[src/rtl/uart_fifo_cfg_tx_pkg.sv]
// Shared definitions for the UART transmit path (and the future receive path).
//   - parity mode constants (none / odd / even)
//   - FSM state encoding for the frame sequencer
//   - bit counter width, wide enough for the longest frame segment
//   - helpers: parity of a data word, power-of-two test for FIFO sizing
package uart_fifo_cfg_tx_pkg;

  localparam int PARITY_NONE = 0;
  localparam int PARITY_ODD  = 1;
  localparam int PARITY_EVEN = 2;

  localparam int BIT_CNT_W = $clog2(13);

  typedef enum logic [2:0] {
    ST_IDLE   = 3'd0,
    ST_START  = 3'd1,
    ST_DATA   = 3'd2,
    ST_PARITY = 3'd3,
    ST_STOP   = 3'd4
  } tx_state_t;

  // Parity over a zero-extended word: even = ^data, odd = ~^data.
  function automatic logic parity_of(input logic [8:0] data, input int mode);
    logic p;
    p = ^data;
    if (mode == PARITY_ODD) begin
      return ~p;
    end else begin
      return p;
    end
  endfunction

  function automatic bit is_pow2(input int value);
    return (value > 0) && ((value & (value - 1)) == 0);
  endfunction

endpackage

[src/rtl/uart_fifo_cfg_tx_fifo.sv]
// uart_tx_fifo: synchronous FIFO feeding the UART transmitter.
// Read and write pointers carry one extra wrap bit so full and empty are
// told apart without a separate flag; the occupancy count is kept in its
// own register so consumers can compare it without touching the pointers.
// Ports:
//   clk, rst   clock, asynchronous active-high reset (clears pointers and count)
//   wr_en      push din (ignored while full)
//   rd_en      pop the head word (ignored while empty)
//   din        word to store
//   dout       head word, valid whenever empty=0
//   count      words held, 0..depth
//   full       no room for another word
//   empty      nothing stored
module uart_tx_fifo
  import uart_fifo_cfg_tx_pkg::*;
#(
  parameter int depth = 4,
  parameter int width = 8
) (
  input  logic                           clk,
  input  logic                           rst,
  input  logic                           wr_en,
  input  logic                           rd_en,
  input  logic [width-1:0]               din,
  output logic [width-1:0]               dout,
  output logic [$clog2(depth+1)-1:0]     count,
  output logic                           full,
  output logic                           empty
);

  localparam int AW = $clog2(depth);
  localparam int CW = $clog2(depth + 1);

  if (!is_pow2(depth) || depth < 2) begin : g_bad_depth
    $error("uart_tx_fifo: depth must be a power of 2 and >= 2");
  end

  logic [width-1:0] mem [depth];
  logic [AW:0]      wr_ptr;
  logic [AW:0]      rd_ptr;
  logic             do_wr;
  logic             do_rd;

  // Same index with differing wrap bits means the writer is a full lap ahead.
  assign full  = (wr_ptr[AW] != rd_ptr[AW]) && (wr_ptr[AW-1:0] == rd_ptr[AW-1:0]);
  assign empty = (wr_ptr == rd_ptr);
  assign do_wr = wr_en && !full;
  assign do_rd = rd_en && !empty;
  assign dout  = mem[rd_ptr[AW-1:0]];

  // Pointer advance on accepted push/pop.
  always_ff @(posedge clk or posedge rst) begin
    if (rst) begin
      wr_ptr <= '0;
      rd_ptr <= '0;
    end else begin
      if (do_wr) begin
        wr_ptr <= wr_ptr + {{AW{1'b0}}, 1'b1};
      end
      if (do_rd) begin
        rd_ptr <= rd_ptr + {{AW{1'b0}}, 1'b1};
      end
    end
  end

  // Storage array; contents need no reset because the pointers define validity.
  always_ff @(posedge clk) begin
    if (do_wr) begin
      mem[wr_ptr[AW-1:0]] <= din;
    end
  end

  // Occupancy count; simultaneous push and pop leave it unchanged.
  always_ff @(posedge clk or posedge rst) begin
    if (rst) begin
      count <= '0;
    end else begin
      case ({do_wr, do_rd})
        2'b10:   count <= count + CW'(1);
        2'b01:   count <= count - CW'(1);
        default: count <= count;
      endcase
    end
  end

endmodule

[src/rtl/uart_fifo_cfg_tx.sv]
// uart_fifo_cfg_tx: buffered UART transmitter with compile-time frame format.
// Frames are start(0), data_bits data bits LSB first, optional parity, and
// stop_bits stop bits (1). Words queued in the FIFO go out back-to-back: the
// clock that ends the last stop bit already loads the next word and drives
// the next start bit.
// Ports:
//   clk, rst    clock, asynchronous active-high reset (aborts any frame)
//   tx_valid    write request
//   tx_data     word to send, taken when tx_valid && tx_ready
//   tx_ready    FIFO has room (fifo_count < fifo_depth)
//   tx          serial line, idle high
//   tx_done     one-clock pulse at the end of every completed frame
//   tx_idle     sequencer idle and FIFO empty
//   fifo_count  words waiting in the FIFO
module uart_fifo_cfg_tx
  import uart_fifo_cfg_tx_pkg::*;
#(
  parameter int clock_freq  = 100_000_000,
  parameter int baud_rate   = 115200,
  parameter int data_bits   = 8,
  parameter int parity_mode = 0,
  parameter int stop_bits   = 1,
  parameter int fifo_depth  = 4
) (
  input  logic                              clk,
  input  logic                              rst,
  input  logic                              tx_valid,
  input  logic [data_bits-1:0]              tx_data,
  output logic                              tx_ready,
  output logic                              tx,
  output logic                              tx_done,
  output logic                              tx_idle,
  output logic [$clog2(fifo_depth+1)-1:0]   fifo_count
);

  localparam int baud_limit = clock_freq / baud_rate;
  localparam int BAUD_W     = (baud_limit > 1) ? $clog2(baud_limit) : 1;

  if (baud_limit < 2) begin : g_bad_baud
    $error("uart_fifo_cfg_tx: clock_freq/baud_rate must be >= 2");
  end
  if (data_bits < 5 || data_bits > 9) begin : g_bad_data_bits
    $error("uart_fifo_cfg_tx: data_bits must be 5..9");
  end
  if (parity_mode != PARITY_NONE && parity_mode != PARITY_ODD && parity_mode != PARITY_EVEN) begin : g_bad_parity
    $error("uart_fifo_cfg_tx: parity_mode must be 0, 1 or 2");
  end
  if (stop_bits != 1 && stop_bits != 2) begin : g_bad_stop
    $error("uart_fifo_cfg_tx: stop_bits must be 1 or 2");
  end

  tx_state_t              state;
  tx_state_t              state_next;
  logic [BAUD_W-1:0]      baud_cnt;
  logic [BAUD_W-1:0]      baud_next;
  logic [BIT_CNT_W-1:0]   bit_cnt;
  logic [BIT_CNT_W-1:0]   bit_next;
  logic [data_bits-1:0]   shifter;
  logic [data_bits-1:0]   shift_next;
  logic                   par_bit;
  logic                   par_next;
  logic                   tx_next;
  logic                   done_next;
  logic                   idle_next;
  logic                   bit_end;
  logic                   push;
  logic                   pop;
  logic [data_bits-1:0]   fifo_dout;
  logic                   fifo_full;
  logic                   fifo_empty;

  // Ready depends only on the registered occupancy, never on this cycle's pop.
  assign tx_ready = ~fifo_full;
  assign push     = tx_valid && tx_ready;
  assign bit_end  = (baud_cnt == BAUD_W'(baud_limit - 1));

  uart_tx_fifo #(
    .depth (fifo_depth),
    .width (data_bits)
  ) u_fifo (
    .clk   (clk),
    .rst   (rst),
    .wr_en (push),
    .rd_en (pop),
    .din   (tx_data),
    .dout  (fifo_dout),
    .count (fifo_count),
    .full  (fifo_full),
    .empty (fifo_empty)
  );

  // Frame sequencer: next state, counters, shifter and line level.
  always_comb begin
    state_next = state;
    baud_next  = baud_cnt;
    bit_next   = bit_cnt;
    shift_next = shifter;
    par_next   = par_bit;
    tx_next    = tx;
    done_next  = 1'b0;
    pop        = 1'b0;

    case (state)
      ST_IDLE: begin
        baud_next = '0;
        bit_next  = '0;
        if (!fifo_empty) begin
          pop        = 1'b1;
          shift_next = fifo_dout;
          // Parity comes from the popped word, before any shifting.
          par_next   = parity_of(9'(fifo_dout), parity_mode);
          state_next = ST_START;
          tx_next    = 1'b0;
        end else begin
          state_next = ST_IDLE;
          tx_next    = 1'b1;
        end
      end

      ST_START: begin
        if (bit_end) begin
          baud_next  = '0;
          state_next = ST_DATA;
          tx_next    = shifter[0];
          shift_next = {1'b0, shifter[data_bits-1:1]};
        end else begin
          baud_next = baud_cnt + BAUD_W'(1);
        end
      end

      ST_DATA: begin
        if (bit_end) begin
          baud_next = '0;
          if (bit_cnt == BIT_CNT_W'(data_bits - 1)) begin
            bit_next = '0;
            if (parity_mode != PARITY_NONE) begin
              state_next = ST_PARITY;
              tx_next    = par_bit;
            end else begin
              state_next = ST_STOP;
              tx_next    = 1'b1;
            end
          end else begin
            bit_next   = bit_cnt + BIT_CNT_W'(1);
            tx_next    = shifter[0];
            shift_next = {1'b0, shifter[data_bits-1:1]};
          end
        end else begin
          baud_next = baud_cnt + BAUD_W'(1);
        end
      end

      ST_PARITY: begin
        if (bit_end) begin
          baud_next  = '0;
          bit_next   = '0;
          state_next = ST_STOP;
          tx_next    = 1'b1;
        end else begin
          baud_next = baud_cnt + BAUD_W'(1);
        end
      end

      ST_STOP: begin
        if (bit_end) begin
          baud_next = '0;
          if (bit_cnt == BIT_CNT_W'(stop_bits - 1)) begin
            bit_next  = '0;
            done_next = 1'b1;
            // Chain straight into the next frame when a word is waiting.
            if (!fifo_empty) begin
              pop        = 1'b1;
              shift_next = fifo_dout;
              par_next   = parity_of(9'(fifo_dout), parity_mode);
              state_next = ST_START;
              tx_next    = 1'b0;
            end else begin
              state_next = ST_IDLE;
              tx_next    = 1'b1;
            end
          end else begin
            bit_next = bit_cnt + BIT_CNT_W'(1);
          end
        end else begin
          baud_next = baud_cnt + BAUD_W'(1);
        end
      end

      default: begin
        state_next = ST_IDLE;
        baud_next  = '0;
        bit_next   = '0;
        tx_next    = 1'b1;
      end
    endcase

    // When heading to IDLE no pop happens, so only an incoming push can fill the FIFO.
    if (state_next == ST_IDLE) begin
      idle_next = fifo_empty && !push;
    end else begin
      idle_next = 1'b0;
    end
  end

  // State and output registers.
  always_ff @(posedge clk or posedge rst) begin
    if (rst) begin
      state    <= ST_IDLE;
      baud_cnt <= '0;
      bit_cnt  <= '0;
      shifter  <= '0;
      par_bit  <= 1'b0;
      tx       <= 1'b1;
      tx_done  <= 1'b0;
      tx_idle  <= 1'b1;
    end else begin
      state    <= state_next;
      baud_cnt <= baud_next;
      bit_cnt  <= bit_next;
      shifter  <= shift_next;
      par_bit  <= par_next;
      tx       <= tx_next;
      tx_done  <= done_next;
      tx_idle  <= idle_next;
    end
  end

endmodule
[config.mk]
export PLATFORM = sky130hd
export DESIGN_NAME = uart_fifo_cfg_tx
export DESIGN_NICKNAME = d
export VERILOG_FILES = /design/src/rtl/uart_fifo_cfg_tx_pkg.sv /design/src/rtl/uart_fifo_cfg_tx_fifo.sv /design/src/rtl/uart_fifo_cfg_tx.sv
export SDC_FILE = /design/constraint.sdc
export NUM_CORES = 1
export LEC_CHECK = 0
export BUFFER_PORTS_ARGS = -buffer_cell sky130_fd_sc_hd__buf_4
export CAP_MARGIN = 20
export CORE_MARGIN = 2
export CORE_UTILIZATION = 54
export DETAILED_ROUTE_END_ITERATION = 8
export GPL_TIMING_DRIVEN = 1
export PLACE_DENSITY = 0.75
export SYNTH_ARGS = -nofsm -noshare
export SYNTH_HDL_FRONTEND = slang
export SYNTH_SLANG_ARGS = --single-unit
[constraint.sdc]
create_clock -name clk -period 2.65 [get_ports clk]
set_input_delay 0 -clock clk [delete_from_list [all_inputs] [get_ports clk]]
set_output_delay 0 -clock clk [all_outputs]
set_load 0.1 [all_outputs]
==> impl_metrics.ini, run 1 <==
[status]
status = completed

[pwr]
finalPower_mw = 2.88
total_switching_power_uw = 887
power.internal_mw = 1.99
leak_pwr_nw = 1.52
p_seq_frac = 0.471
clock_power_share = 0.319
power.share.combinational = 0.211
p_per_area_nw_per_um2 = 757
power.switching_fraction = 0.308
ir_drop_uv = 526

[die]
die_area_sq_um = 6700
die_height_microns = 81.9
placement_rows = 28
total_core_area_sq_um = 5890
die_width_microns = 81.9
ios = 18
floorplan.initialDensity = 0.556

[clocking]
cts.reportedPaths.clkPinSlew_ps = 70
clock-root-buffer = sky130_fd_sc_hd__clkbuf_8
tritoncts_num_sinks = 69
clock_latency_ps = 350
clock_tree.htree_level_count = 3
clock_tree.buffer_depth = 2
cts-buffers-inserted = 9
tritoncts = yes

[timing]
setup_total_negative_slack_ps = 0
setup_viol_count_final = 0
period_needed_ps = 2510
layout_worst_path_cycle_share = 0.947
grt_setup_unrepaired = false
hold_viol = 0
finalClockSkew_ps = 13.2
fmaxAchievable_ghz = 0.399
worstMarginPinSlew_ps = 490
slew_hr = 0.673
slew_viol_final = 0

[critical_path]
critPathMaxStageDelay_ps = 420
crit_path_cells = ha_2 -> nor3b_4 -> nand4_4 -> a2111oi_4 -> ha_1 -> fa_1 -> mux2_2
timing.critical_path.buf_inv = 0
rr_endpoint = u_fifo.count[1]
critPathMaxFanout = 4
setup.worst_path.start = baud_cnt[0]
worst_path_dominant_cell_family = adder cells
capturing_element_type_of_the_critical_path = flop
worstPathRequired_ps = 2880
worst_r2r_startpoint = baud_cnt[0]
timing.reg2reg.worst_path_depth = 7
startpoint_types = flop
timing.critical_path.slowest_stage_cell = sky130_fd_sc_hd__fa_1
worstSetupEndpoint = u_fifo.count[1]
worst_ep_arrival_time_ps = 2740
crit_type = reg2reg
setup.reg_to_reg.worst_slack_ps = 140
critical_path_depth = 7

[logic_synthesis]
synthesis.nets = 251
postSynthAreaPerCell_sq_um = 14.2
xor_xnor_share_of_the_synthesized_area = 0.0482
synth_top_family_by_area = simple AND/OR/NAND/NOR gates
synth_compound_area_frac = 0.0585
synth_seq_area_share = 0.577
netlist_instances = 230
synth_mux_area_frac = 0.121
yosys_most_used_dff = sky130_fd_sc_hd__dfrtp_1
ys.warnings.count = 0
post_synthesis_instance_area_sq_um = 3270
synth-seq-cells = 69
synth-adder-area-share = 0.0405
yosys.area_share.simple = 0.133
share_of_async_settable_or_async_resettable_flops_after_synthesis = 0.536
synth_edf_count = 32
synth.lib_cells_used.distinct = 50

[detailed_routing]
drt.antenna.violating_nets = 0
drtIter0Drc = 147
route.detailed.drc = 0
detailroute.via_count = 1954
postRouteWirelength_mm = 5.68
drtPass1Iterations = 4
avgRoutedWirePerCell_microns = 16.4
detail_route.vias_per_cell = 5.63

[placed_design]
port_buffers = 17
dp_cells = 321
detailedPlacementHpwl_mm = 3.73
place.gp.congestion = 0.764

[global_routing]
first_pass_grt_wire_length_mm = 9.14
grt_overflow = 0
grt_pass1_vias = 1945
antenna_found_initial = 0
aggregate_global_route_resource_usage = 0.190
grt_max_degree = 38

[layout]
multi_input_area_sq_um = 1320
fin_cells = 347
drive_gt1_frac = 0.283
finalNetCount = 288
insertedDiodeCount = 0
num-fill-cells = 427
area.growth.synth_to_final_pct = 16.2
seqCellArea_sq_um = 1890

[worst_hold_path]
worst_min_delay_path_class = in2async

[flow_run]
number_of_maximum_capacitance_constraint_violations = 0
-- worst register-to-register path, stage by stage, from the launching register on --
cell	delay, ps
sky130_fd_sc_hd__dfrtp_1	390
sky130_fd_sc_hd__ha_2	230
sky130_fd_sc_hd__nor3b_4	280
sky130_fd_sc_hd__nand4_4	160
sky130_fd_sc_hd__a2111oi_4	400
sky130_fd_sc_hd__ha_1	250
sky130_fd_sc_hd__fa_1	420
sky130_fd_sc_hd__mux2_2	260
-- timing repair --
action	in CTS	in global routing
endpoints found under the setup margin	0	1
buffers inserted	0	0
hold endpoints to repair	68	0
hold buffers	10	0
resized for setup	0	1
-- metrics by stage --
stage	instance area, sq um	utilization	hold slack [ps]	worst slack (ps)
floorplan	3280	-	98.9	43.4
global placement	3490	0.594	152	175
detailed placement	3490	0.594	159	113
CTS	3800	0.646	338	105
global route	3800	0.646	384	22.3
finish	3800	0.646	318	141
-- metal layers --
metal / global-route usage / vias to the layer above / share of wire
met2: 0.320 / 33 / 0.53
met3: 0.0560 / 8 / 0.038
met1: 0.226 / 996 / 0.42
met5: 0 / - / 0
li1: - / 917 / -
met4: 0.0817 / 0 / 0.013
-- power groups by stage --
stage / clock (mW) / sequential [mW] / combinational (mW)
2_1_floorplan: 0 / 1.53 / 0.290
3_3_place_gp: 0 / 1.37 / 0.583
3_5_place_dp: 0 / 1.38 / 0.599
4_1_cts: 0.933 / 1.36 / 0.615
5_1_grt: 0.984 / 1.37 / 0.653
6_report: 0.919 / 1.36 / 0.607
-- synthesized netlist by cell type (6+ instances only) --
cell                       instances  area (sq um)
sky130_fd_sc_hd__inv_1             8          30.0
sky130_fd_sc_hd__mux4_2            8           180
sky130_fd_sc_hd__xnor2_1           7          61.3
sky130_fd_sc_hd__nand2_1           8          30.0
sky130_fd_sc_hd__nor2_1           20          75.1
sky130_fd_sc_hd__edfxtp_1         32           961
sky130_fd_sc_hd__xor2_1           11          96.3
sky130_fd_sc_hd__dfrtp_1          35           876
sky130_fd_sc_hd__ha_1              9           113
sky130_fd_sc_hd__mux2_2           15           169
sky130_fd_sc_hd__o21ai_0           6          30.0
-- cell usage in the layout (no fill, tap or decap), types with 3 or more instances in the layout --
cell type | synthesis | layout
sky130_fd_sc_hd__a21oi_1 | 5 | 5
sky130_fd_sc_hd__xnor2_1 | 7 | 7
sky130_fd_sc_hd__o21ai_0 | 6 | 6
sky130_fd_sc_hd__dlygate4sd3_1 | 0 | 10
sky130_fd_sc_hd__ha_1 | 9 | 8
sky130_fd_sc_hd__nand3_1 | 5 | 5
sky130_fd_sc_hd__nand2b_1 | 5 | 5
sky130_fd_sc_hd__inv_1 | 8 | 8
sky130_fd_sc_hd__dfrtp_1 | 35 | 35
sky130_fd_sc_hd__xor2_1 | 11 | 11
sky130_fd_sc_hd__clkbuf_8 | 0 | 9
sky130_fd_sc_hd__nor3_1 | 3 | 3
sky130_fd_sc_hd__buf_4 | 2 | 22
sky130_fd_sc_hd__nor2_1 | 20 | 20
sky130_fd_sc_hd__and3_1 | 5 | 5
sky130_fd_sc_hd__edfxtp_1 | 32 | 32
sky130_fd_sc_hd__nand2_1 | 8 | 7
sky130_fd_sc_hd__mux4_2 | 8 | 8
sky130_fd_sc_hd__mux2_2 | 15 | 15
sky130_fd_sc_hd__nor2b_1 | 3 | 3
-- state kept, by name, summed over array words and instances, names as in the netlist --
name / flops
u_fifo.wr_ptr: 3
tx: 1
state: 3
tx_done: 1
u_fifo.rd_ptr: 3
tx_idle: 1
shifter: 8
u_fifo.mem: 32
u_fifo.count: 3
bit_cnt: 4
baud_cnt: 10
-- worst min path at each step --
stage / from / to / slack, ps / depth (start not counted)
floorplan: tx_data[0] / u_fifo.mem[0][0] / 100 / 0
global placement: rst / shifter[5] / 150 / 3
detailed placement: rst / shifter[4] / 160 / 3
CTS: rst / bit_cnt[3] / 340 / 4
global route: rst / bit_cnt[2] / 380 / 4
finish: rst / shifter[5] / 320 / 4
-- kinds of logic after synthesis --
group	after synthesis
XOR/XNOR	18
multiplexers	27
adder cells (fa/ha/maj)	10
AND/OR/NAND/NOR	70
flip-flops	69
AO/OA/AOI/OAI	22
buffers and inverters	14
-- final cells by class --
class / instances / share of cell area
repair buffers: 32 / 0.0697
multi-input cells: 147 / 0.347
inverters: 8 / 0.00789
well taps: 75 / 0.0247
flip-flops and latches: 69 / 0.497
clock inverters: 5 / 0.0201
clock buffers: 11 / 0.0345
Power figures use the tool's default switching activity.
==> inputs of run 2 (changes only) <==
--- a/config.mk
+++ b/config.mk
@@ -12,6 +12,7 @@
 export DETAILED_ROUTE_END_ITERATION = 8
 export GPL_TIMING_DRIVEN = 1
 export PLACE_DENSITY = 0.75
+export RECOVER_POWER = 50
 export SYNTH_ARGS = -nofsm -noshare
 export SYNTH_HDL_FRONTEND = slang
 export SYNTH_SLANG_ARGS = --single-unit
==> run 2 against run 1 <==
  * The run now ends with max-capacitance violations, max-slew violations left
  * Power is 0.73% lower
  * First-iteration DRC count is 7.5% lower
  * Fmax is 0.20% lower
  * Critical endpoint unchanged
  * Largest power group unchanged
  * Highest routed layer unchanged
==> impl_metrics.ini, run 2 (synthesis results as in run 1) <==
[status]
status = finished with violations
violated_checks = max-capacitance violations, max-slew violations

[timing]
setup_total_negative_slack_ps = 0
layout_worst_path_cycle_share = 0.949
setup_viol_count_final = 0
hold-worst-slack_ps = 452
grt_setup_unrepaired = false
fmaxAchievable_ghz = 0.398
period_needed_ps = 2510
worstMarginPinSlew_ps = 1980
hold_viol = 0
slew_viol_final = 38
slew_hr = -0.323
finalClockSkew_ps = 11.4

[global_routing]
grt_max_degree = 38
grt_overflow = 0
antenna_found_initial = 0
grt_pass1_vias = 1945
aggregate_global_route_resource_usage = 0.190
first_pass_grt_wire_length_mm = 9.14

[critical_path]
crit_path_cells = ha_2 -> nor3b_4 -> nand4_4 -> a2111oi_4 -> ha_1 -> fa_1 -> mux2_2
crit_type = reg2reg
timing.reg2reg.worst_path_depth = 7
critical_path_depth = 7
critPathMaxFanout = 4
capturing_element_type_of_the_critical_path = flop
timing.critical_path.buf_inv = 0
timing.critical_path.slowest_stage_cell = sky130_fd_sc_hd__fa_1
worstPathRequired_ps = 2880
worst_ep_arrival_time_ps = 2740
critPathMaxStageDelay_ps = 420
worst_path_dominant_cell_family = adder cells
startpoint_types = flop

[layout]
final_util = 0.639
mostFrequentLayoutCell = sky130_fd_sc_hd__dfrtp_1
insertedDiodeCount = 0
finalNetCount = 288
most_frequent_cells_in_the_layout = sky130_fd_sc_hd__dfrtp_1 (35), sky130_fd_sc_hd__edfxtp_1 (32), sky130_fd_sc_hd__nor2_1 (20)
largest_register_ff_count = 32
drive_gt1_frac = 0.239
num-fill-cells = 440
area.growth.synth_to_final_pct = 14.9

[placed_design]
detailedPlacementHpwl_mm = 3.73
place.gp.congestion = 0.764
port_buffers = 17

[detailed_routing]
drtIter0Drc = 136
postRouteWirelength_mm = 5.64
drtPass1Iterations = 4
detail_route.vias_per_cell = 5.62
route.detailed.drc = 0
detailroute.via_count = 1949
avgRoutedWirePerCell_microns = 16.3
drt.antenna.violating_nets = 0

[worst_hold_path]
hold_depth = 2
worst_min_delay_path_class = in2reg

[die]
die_area_sq_um = 6700
ios = 18
die_width_microns = 81.9
placement_rows = 28
floorplan.initialDensity = 0.556
total_core_area_sq_um = 5890
die_height_microns = 81.9

[pwr]
ir_drop_uv = 526
finalPower_mw = 2.86
leak_pwr_nw = 1.48
p_per_area_nw_per_um2 = 761

[flow_run]
number_of_maximum_capacitance_constraint_violations = 1

[clocking]
cts-buffers-inserted = 9
clock-root-buffer = sky130_fd_sc_hd__clkbuf_8
tritoncts_num_sinks = 69
post-cts-setup-buffer-count = 0
cts.reportedPaths.clkPinSlew_ps = 80
clock_tree.buffer_depth = 2
tritoncts = yes
clock_latency_ps = 350
clock_tree.htree_level_count = 3
==> run 2: path summary, 6_finish.rpt <==
kind                        startpoint               end  slack, ps
max                        baud_cnt[0]   u_fifo.count[1]        140
min                         tx_data[6]  u_fifo.mem[3][6]        450
max reg2reg                baud_cnt[0]   u_fifo.count[1]        140
min reg2reg                 shifter[1]        shifter[1]        500
max in group asynchronous          rst  u_fifo.rd_ptr[2]        580
min in group asynchronous          rst        bit_cnt[0]        930
==> run 2: per-layer routing <==
metal	global-route usage	routed length, microns	vias to the layer above
met1	0.226	2350	988
met3	0.0560	213	10
met4	0.0817	93	0
li1	-	-	916
met2	0.320	2990	35
met5	0	0	-
==> run 2: metrics by stage <==
stage | area (sq um) | setup slack, ps | std cells
after floorplan | 3280 | 43.4 | 230
after global placement | 3490 | 175 | 321
after detailed placement | 3490 | 113 | 321
after CTS | 3800 | 105 | 347
after global routing | 3760 | 22.3 | 347
final | 3760 | 136 | 347
==> run 2: area by class of cell <==
| class | instances | area [sq um] | area share |
|---|---|---|---|
| clock buffer | 11 | 131 | 0.0349 |
| tap | 75 | 93.8 | 0.0250 |
| sequential | 69 | 1890 | 0.502 |
| timing repair buffer | 32 | 220 | 0.0586 |
| inverter | 8 | 30.0 | 0.00799 |
| clock inverter | 5 | 76.3 | 0.0203 |
| multi-input combinational | 147 | 1320 | 0.351 |
==> run 2: timing repair <==
| action | 4_1_cts | 5_1_grt |
|---|---|---|
| endpoints found under the setup margin | 0 | 1 |
| gates resized for setup | 0 | 1 |
| hold buffers | 10 | 0 |
| hold endpoints to repair | 68 | 0 |
==> run 2: where the power goes <==
part	switching [mW]	leakage, nW	internal, mW
Combinational	0.419	0.626	0.168
Sequential	0.0761	0.751	1.28
Clock	0.390	0.101	0.526
Total	0.886	1.48	1.97
==> inputs of run 3 (changes only) <==
--- a/config.mk
+++ b/config.mk
@@ -10,9 +10,11 @@
 export CORE_MARGIN = 2
 export CORE_UTILIZATION = 54
 export DETAILED_ROUTE_END_ITERATION = 8
+export GPL_ROUTABILITY_DRIVEN = 0
 export GPL_TIMING_DRIVEN = 1
-export PLACE_DENSITY = 0.75
+export PLACE_DENSITY = 0.8
 export RECOVER_POWER = 50
+export REMOVE_ABC_BUFFERS = 1
 export SYNTH_ARGS = -nofsm -noshare
 export SYNTH_HDL_FRONTEND = slang
 export SYNTH_SLANG_ARGS = --single-unit
==> run 3 against run 2 <==
  * Cell count is 0.29% higher
  * Setup slack worse by 18 ps
  * Non-clock buffer count is 1 higher
  * Via count is 2.3% lower
  * Register-to-register slack worse by 20 ps
  * The flow still finishes with violations (max-capacitance violations, max-slew violations)
  * First-iteration DRC count is 13% lower
  * Global-route usage is 0.76 points lower
==> impl_metrics.ini, run 3 (synthesis results as in run 1) <==
[timing]
hold_viol = 0
hold-worst-slack_ps = 457
setup_viol_count_final = 0
slew_hr = -0.350
slew_viol_final = 38
layout_worst_path_cycle_share = 0.955
period_needed_ps = 2530
worstMarginPinSlew_ps = 2030
setup_total_negative_slack_ps = 0
fmaxAchievable_ghz = 0.395
finalClockSkew_ps = 7.53

[clocking]
cts.reportedPaths.clkPinSlew_ps = 80
tritoncts = yes
clock_tree.htree_level_count = 3
clock_tree.buffer_depth = 2
tritoncts_num_sinks = 69
clock-root-buffer = sky130_fd_sc_hd__clkbuf_8
cts-buffers-inserted = 9
clock_latency_ps = 340

[global_routing]
first_pass_grt_wire_length_mm = 8.73
antenna_found_initial = 0
grt_overflow = 0
aggregate_global_route_resource_usage = 0.182
grt_max_degree = 38
grt_pass1_vias = 1861

[detailed_routing]
drtPass1Iterations = 4
route.detailed.drc = 0
detail_route.vias_per_cell = 5.47
avgRoutedWirePerCell_microns = 15.2
postRouteWirelength_mm = 5.28
detailroute.via_count = 1904
drtIter0Drc = 119
drt.antenna.violating_nets = 0

[critical_path]
worstPathRequired_ps = 2870
capturing_element_type_of_the_critical_path = flop
worst_ep_arrival_time_ps = 2750
setup.reg_to_reg.worst_slack_ps = 120
rr_endpoint = u_fifo.count[1]
critPathMaxFanout = 4
timing.reg2reg.worst_path_depth = 7
startpoint_types = flop
worst_r2r_startpoint = baud_cnt[0]
crit_type = reg2reg

[die]
die_area_sq_um = 6700
ios = 18
die_height_microns = 81.9
die_width_microns = 81.9
floorplan.initialDensity = 0.556
total_core_area_sq_um = 5890
placement_rows = 28

[placed_design]
placed_area_sq_um = 3490
detailedPlacementHpwl_mm = 3.65
dp_cells = 321
port_buffers = 17

[layout]
finalNetCount = 289
num-fill-cells = 430
insertedDiodeCount = 0
multi_input_area_sq_um = 1320
seqCellArea_sq_um = 1890
largest_register_ff_count = 32
stdcell_area_sq_um = 3780
mostFrequentLayoutCell = sky130_fd_sc_hd__dfrtp_1
area.growth.synth_to_final_pct = 15.4
fin_cells = 348
drive_gt1_frac = 0.245
most_frequent_cells_in_the_layout = sky130_fd_sc_hd__dfrtp_1 (35), sky130_fd_sc_hd__edfxtp_1 (32), sky130_fd_sc_hd__nor2_1 (20)

[pwr]
finalPower_mw = 2.85
ir_drop_uv = 675
leak_pwr_nw = 1.48
p_per_area_nw_per_um2 = 755

[worst_hold_path]
min_delay_worst_endpoint = u_fifo.mem[0][3]
hold_depth = 2
timing.hold.worst.start = tx_data[3]
worst_min_delay_path_class = in2reg

[status]
status = finished with violations
violated_checks = max-capacitance violations, max-slew violations

[flow_run]
number_of_maximum_capacitance_constraint_violations = 1
## run 3: repair_timing
| item | 4_1_cts | 5_1_grt |
|---|---|---|
| gates resized for setup | 0 | 2 |
| setup endpoints to repair | 0 | 1 |
| setup buffers | 0 | 1 |
| endpoints found under the hold margin | 68 | 0 |
| hold buffers | 10 | 0 |
## run 3: power by group
| group | switching, mW | internal, mW |
|---|---|---|
| clock network | 0.384 | 0.534 |
| registers | 0.0774 | 1.28 |
| logic | 0.408 | 0.166 |
## run 3: how the worst max path moves through the flow
stage / start / end / slack [ps] / cells past startpoint
after floorplan: u_fifo.rd_ptr[0] / u_fifo.count[2] / -390 / 10
after CTS: baud_cnt[0] / u_fifo.count[1] / 90 / 7
after detailed placement: baud_cnt[0] / u_fifo.count[1] / 100 / 7
final: baud_cnt[0] / u_fifo.count[1] / 120 / 7
after global routing: bit_cnt[1] / u_fifo.count[1] / -10 / 8
after global placement: baud_cnt[0] / u_fifo.count[1] / 190 / 7
## run 3: layout make-up
type,count,share of cell area
Inverter,8,0.00795
Sequential cell,69,0.500
Timing Repair Buffer,33,0.0603
Clock buffer,11,0.0348
Clock inverter,5,0.0225
Multi-Input combinational cell,147,0.349
Tap cell,75,0.0249
## run 3: worst max-delay path, stage by stage, from the launching register on
cell and delay, ps:
sky130_fd_sc_hd__dfrtp_1 390, sky130_fd_sc_hd__ha_2 230, sky130_fd_sc_hd__nor3b_4 280, sky130_fd_sc_hd__nand4_4 160, sky130_fd_sc_hd__a2111oi_4 410, sky130_fd_sc_hd__ha_2 280
sky130_fd_sc_hd__fa_1 420, sky130_fd_sc_hd__mux2_2 260
## run 3: per-layer routing
metal,vias to the layer above,GRT usage,wire (microns),part of all wire
met2,25,0.286,2650,0.50
met1,957,0.230,2370,0.45
li1,912,-,-,-
met3,10,0.0692,178,0.034
met4,0,0.0683,89,0.017
met5,-,0,0,0
## run 3: stage by stage
stage / util / worst slack [ps]
6_report: 0.642 / 118
2_1_floorplan: - / -393
4_1_cts: 0.647 / 85.3
3_5_place_dp: 0.593 / 103
5_1_grt: 0.642 / -14.6
3_3_place_gp: 0.593 / 189
